<file path="src/rtl/mode_switch.sv">
// mode_switch: selects one of N_MODES game cores.
// key_next/key_prev rising edges step the active mode with wrap-around.
// Each accepted step sends a RST_CYCLES-long one-hot reset pulse to the
// incoming core, then holds one settle cycle before returning to idle.
// win/lose from the active core are registered and gated off while a
// switch is in progress and for the cycle after it ends.
// Optional build macro MODE_SWITCH_LOCK_EN adds a 'lock' input that
// blocks new switches while in idle.
module mode_switch #(
    parameter int N_MODES    = 2,
    parameter int RST_CYCLES = 4,
    parameter int INIT_MODE  = 0,
    localparam int MW        = (N_MODES > 2) ? $clog2(N_MODES) : 1
) (
    input  logic               clk,
    input  logic               reset,
    input  logic               key_next,
    input  logic               key_prev,
`ifdef MODE_SWITCH_LOCK_EN
    input  logic               lock,
`endif
    input  logic [N_MODES-1:0] win_in,
    input  logic [N_MODES-1:0] lose_in,
    output logic [MW-1:0]      mode_sel,
    output logic [N_MODES-1:0] mode_reset,
    output logic               busy,
    output logic               win,
    output logic               lose
);

    localparam logic [MW-1:0]      LAST_MODE = MW'(N_MODES - 1);
    localparam logic [MW-1:0]      RST_MODE  = MW'(INIT_MODE);
    localparam logic [7:0]         LAST_CNT  = 8'(RST_CYCLES - 1);
    localparam logic [N_MODES-1:0] ONE_HOT   = N_MODES'(1);

    typedef enum logic [1:0] {
        ST_IDLE,
        ST_RST,
        ST_SETTLE
    } state_t;

    state_t               state_q, state_d;
    logic [7:0]           cnt_q, cnt_d;
    logic [MW-1:0]        mode_sel_q, mode_sel_d;
    logic [N_MODES-1:0]   mode_reset_q, mode_reset_d;
    logic                 busy_q, busy_d;
    logic                 win_q, win_d;
    logic                 lose_q, lose_d;
    logic                 key_next_q, key_next_d;
    logic                 key_prev_q, key_prev_d;
    logic                 armed_q, armed_d;
    logic                 next_edge, prev_edge;
    logic                 lock_int;
    logic                 flag_gate;

`ifdef MODE_SWITCH_LOCK_EN
    assign lock_int = lock;
`else
    assign lock_int = 1'b0;
`endif

    // Edge detection; armed_q masks the first clock after reset so that a
    // key held through reset release is captured as a level, not an edge.
    always_comb begin
        key_next_d = key_next;
        key_prev_d = key_prev;
        armed_d    = 1'b1;
        next_edge  = key_next & ~key_next_q & armed_q;
        prev_edge  = key_prev & ~key_prev_q & armed_q;
    end

    // State register and all registered outputs.
    always_ff @(posedge clk or negedge reset) begin
        if (!reset) begin
            state_q      <= ST_IDLE;
            cnt_q        <= '0;
            mode_sel_q   <= RST_MODE;
            mode_reset_q <= '0;
            busy_q       <= 1'b0;
            win_q        <= 1'b0;
            lose_q       <= 1'b0;
            key_next_q   <= 1'b0;
            key_prev_q   <= 1'b0;
            armed_q      <= 1'b0;
        end else begin
            state_q      <= state_d;
            cnt_q        <= cnt_d;
            mode_sel_q   <= mode_sel_d;
            mode_reset_q <= mode_reset_d;
            busy_q       <= busy_d;
            win_q        <= win_d;
            lose_q       <= lose_d;
            key_next_q   <= key_next_d;
            key_prev_q   <= key_prev_d;
            armed_q      <= armed_d;
        end
    end

    // Next-state logic: accept a single-direction edge in idle, time the
    // reset pulse, then spend one settle cycle before going idle again.
    always_comb begin
        state_d    = state_q;
        cnt_d      = cnt_q;
        mode_sel_d = mode_sel_q;
        case (state_q)
            ST_IDLE: begin
                cnt_d = '0;
                if (!lock_int && (next_edge ^ prev_edge)) begin
                    state_d = ST_RST;
                    if (next_edge) begin
                        mode_sel_d = (mode_sel_q == LAST_MODE) ? '0
                                                               : mode_sel_q + MW'(1);
                    end else begin
                        mode_sel_d = (mode_sel_q == '0) ? LAST_MODE
                                                        : mode_sel_q - MW'(1);
                    end
                end
            end
            ST_RST: begin
                if (cnt_q == LAST_CNT) begin
                    state_d = ST_SETTLE;
                    cnt_d   = '0;
                end else begin
                    cnt_d = cnt_q + 8'd1;
                end
            end
            ST_SETTLE: begin
                state_d = ST_IDLE;
            end
            default: begin
                state_d = ST_IDLE;
                cnt_d   = '0;
            end
        endcase
    end

    // Output logic; flags are gated on both current and next busy so the
    // cycle in which busy falls still reports zero.
    always_comb begin
        busy_d       = (state_d != ST_IDLE);
        mode_reset_d = (state_d == ST_RST) ? (ONE_HOT << mode_sel_d) : '0;
        flag_gate    = busy_d | busy_q;
        win_d        = win_in[mode_sel_q] & ~flag_gate;
        lose_d       = lose_in[mode_sel_q] & ~flag_gate;
    end

    assign mode_sel   = mode_sel_q;
    assign mode_reset = mode_reset_q;
    assign busy       = busy_q;
    assign win        = win_q;
    assign lose       = lose_q;

endmodule

</file>
<file path="config.mk">
export PLATFORM = sky130hd
export DESIGN_NAME = mode_switch
export DESIGN_NICKNAME = d
export VERILOG_FILES = /design/src/rtl/mode_switch.sv
export SDC_FILE = /design/constraint.sdc
export NUM_CORES = 1
export LEC_CHECK = 0
export CELL_PAD_IN_SITES_DETAIL_PLACEMENT = 0
export CELL_PAD_IN_SITES_GLOBAL_PLACEMENT = 1
export CORE_UTILIZATION = 35
export CTS_CLUSTER_SIZE = 28
export DETAILED_ROUTE_END_ITERATION = 7
export HOLD_SLACK_MARGIN = 0.02
export PLACE_DENSITY = 0.77
export RECOVER_POWER = 25
export SYNTH_ARGS = -nofsm -noshare
export SYNTH_HDL_FRONTEND = slang
export SYNTH_SLANG_ARGS = --single-unit
</file>
<file path="constraint.sdc">
create_clock -name clk -period 3.81 [get_ports clk]
set_clock_uncertainty 0.1 [all_clocks]
set_input_delay 0.762 -clock clk [delete_from_list [all_inputs] [get_ports clk]]
set_output_delay 0.762 -clock clk [all_outputs]
set_load 0.05 [all_outputs]
</file>
==> key figures <==
Status
  • Status: complete, no violations

GRT
  • Most Crowded Layer GR: met2
  • Largest net degree at the start of global routing: 20
  • Grt ovf: 0
  • First-pass GRT wire length: ~2800 um
  • Initial antenna violation count: 0
  • Met1 usage: 0.180
  • Met2 usage: 0.229
  • Met3 global-route usage: 0.0380
  • Vias in the first global route: between 600 and 700
  • Gr usage total: 0.146

STA
  • Final Max Slew Viols: 0
  • Worst setup margin: 1.31 ns
  • Total negative slack: 0 ns
  • Tcrit/Tclk final: 0.657
  • Crit path time final: 2.50 ns
  • Final hold vios: 0
  • Worst-margin pin slew: 0.822 ns
  • Rel. slew slack: 0.450
  • Final setup viols: 0
  • RSZ-0062 raised after global routing: no
  • FMAX: around 400 MHz

Floorplanning
  • Die footprint: 2710 sq um
  • Core ar.: 2300 sq um
  • Die Wd: approximately 52 um
  • Chip height: 52.1 um
  • Row cnt: 17
  • Boundary Pins: 14
  • Initial Utilization: 0.382

Critical path
  • CP max-delay cell: clkdlybuf4s50_1
  • Reg2Reg Launch Point: cnt_q[4]
  • Stages on worst setup path: 1
  • R2R cell count: 4
  • CP Class: flop to output pin
  • CP required: 2.95 ns
  • R2r setup slk: 1.86 ns
  • Max incr delay on CP: 0.85 ns
  • CP Capture Type: output pin
  • Worst path top cell family by delay: buffers and inverters
  • Worst path cell trace: clkdlybuf4s50_1
  • Setup crit start kind: flop
  • CP Buf/Inv Count: 1
  • FF-to-FF End: cnt_q[7]
  • Crit path arrival time: 1.64 ns
  • Crit path launch: mode_sel
  • Critical path fanouts, max: 7

Clock network
  • Post-CTS setup buffer count: 0
  • CTS Buffer Depth: 2
  • CTS tree: yes
  • Clock Sinks: 19
  • Number of gates resized after cts: 0
  • Root Driver: clkbuf_4
  • Clk_lat worst skew: 0.30 ns
  • CTS Buf Count: 3
  • H-tree levels: 1
  • Clock-pin slew on the worst setup and hold paths: 0.11 ns
  • Hold Buf Count CTS: 0

Logic synthesis
  • Syn nets: 85
  • Post-Syn Area: 877 sq um
  • Primary FF master, synth: dfrtp_1
  • XOR/XNOR Fraction of Synth Area: 0.0300
  • #FFs+latches synth: 19
  • Post-synth cell types: 31
  • Post-synthesis async set-or-reset flop share: 1.00
  • Ys Warns: 0
  • EDFF count, synth: 0
  • Sequential element share of the synthesized area: 0.542
  • Largest family of logic cells by synthesized area: simple AND/OR/NAND/NOR gates
  • Syn Area/Cell: roughly 12 sq um
  • Adder-Cell Fraction of Synth Area: 0.0143
  • Compound-cell area share of the yosys netlist: 0.153
  • Synthesized instance count: between 70 and 80
  • Synth Area in Simple Gates: 0.194
  • Mux contribution to synthesized area: 0.0485

Placed design
  • Detail Placement HPWL: 1110 um
  • Port Buf Inserts: 13
  • Dpl cell area: 1030 sq um
  • Place WS: 1.58 ns
  • Routability Congestion: around 0.74

Cells and area
  • Nets: 100
  • Layout cells sized above 1: 0.122
  • Final Cell Area: 1030 sq um
  • ANT cells: 0
  • Synth-to-Final Area Change: 17.1%

Route
  • Final wirelength: 1560 um
  • Pre-Repair DR Iteration Count: 3
  • Residual DRC: 0
  • Vias: ~620
  • WL per Instance: 13.2 um
  • Routed vias/inst: 5.27
  • Antenna-violating nets left: 0
  • Number of DRC markers in iteration 0: 3

Power
  • Leakage: 0.448 nW
  • Peak supply drop: 393 uV
  • Power per cell area: 698 nW/um^2

Hold path
  • HP Class: flop to flop
  • Hold path start: cnt_q[7]
  • Hold path endpoint: cnt_q[7]
  • Worst hold path cell count: 1

Job
  • Maxcap violations: 0
-- routing by layer --
metal / up-vias / wire, um
met5: - / 0
met4: 0 / 48
met3: 5 / 67
met2: 19 / 737
met1: 299 / 704
li1: 299 / -
-- metrics by stage --
step | util | instances | hold slack [ns] | power [mW]
2_1_floorplan | - | 76 | 0.366 | 0.537
3_3_place_gp | 0.448 | 114 | 0.403 | 0.628
3_5_place_dp | 0.448 | 114 | 0.406 | 0.635
4_1_cts | 0.460 | 118 | 0.433 | 0.740
5_1_grt | 0.447 | 118 | 0.454 | 0.772
6_report | 0.447 | 118 | 0.403 | 0.717
-- sequential cells by signal, indices dropped and copies added, names as in the netlist --
signal,count
armed_q,1
key_next_q,1
win,1
state_q,2
busy,1
mode_reset,2
lose,1
mode_sel,1
key_prev_q,1
cnt_q,8
-- final cells by class --
class / instances / area [sq um]
Clock inverter: 1 / 5.00
Tap cell: 28 / 35.0
Multi-Input combinational cell: 54 / 359
Clock buffer: 3 / 22.5
Fill cell: 219 / 1270
Sequential cell: 19 / 475
Timing Repair Buffer: 13 / 130
-- cells by family after synthesis --
family / count (synthesis)
muxes: 4
and+or+nand+nor: 28
xor gates and xnor gates: 3
AOI/OAI and AO/OA: 17
other: 1
DFF: 19
adders and majority gates: 1
buffers and inverters: 3
-- cell usage after synthesis, drive strengths merged (2+ instances only) --
cell type / n / area share
xnor2: 2 / 0.020
dfrtp: 19 / 0.54
mux2: 2 / 0.026
a31oi: 6 / 0.060
clkbuf: 2 / 0.010
nor2b: 2 / 0.014
o21ai: 5 / 0.029
nand2: 10 / 0.043
and4b: 2 / 0.023
nand3: 4 / 0.023
nand2b: 3 / 0.024
mux2i: 2 / 0.023
a31o: 2 / 0.030
nor2: 3 / 0.016
-- power by group --
group	internal [mW]	switching (mW)	total [mW]
Sequential	0.250	0.0417	0.291
Combinational	0.126	0.198	0.324
Clock	0.0392	0.0629	0.102
Total	0.415	0.303	0.717
-- worst max path at each step --
stage / to
floorplan: lose
global placement: lose
detailed placement: win
CTS: mode_sel
global route: mode_sel
finish: mode_sel
-- placed cells by master (no fill, tap or decap) --
| master | instances |
|---|---|
| a21o_1 | 1 |
| clkbuf_4 | 3 |
| a31oi_1 | 6 |
| nand2b_2 | 1 |
| and4_2 | 1 |
| nor2_2 | 1 |
| nor4_1 | 1 |
| nand2_1 | 10 |
| xor2_1 | 1 |
| a31o_1 | 1 |
| o21ai_0 | 5 |
| nand3_1 | 4 |
| a21oi_1 | 1 |
| clkdlybuf4s50_1 | 11 |
| and4b_1 | 2 |
| nor2_1 | 2 |
| mux2i_1 | 2 |
| mux2_2 | 2 |
| a41oi_1 | 1 |
| a31o_4 | 1 |
| conb_1 | 1 |
| dfrtp_1 | 19 |
| xnor2_1 | 2 |
| and2_1 | 1 |
| and3_2 | 1 |
| clkinv_2 | 1 |
| nor2b_1 | 2 |
| a22o_1 | 1 |
| dlygate4sd3_1 | 2 |
| ha_1 | 1 |
| nand2b_1 | 2 |
(Power assumes the default switching activity.)
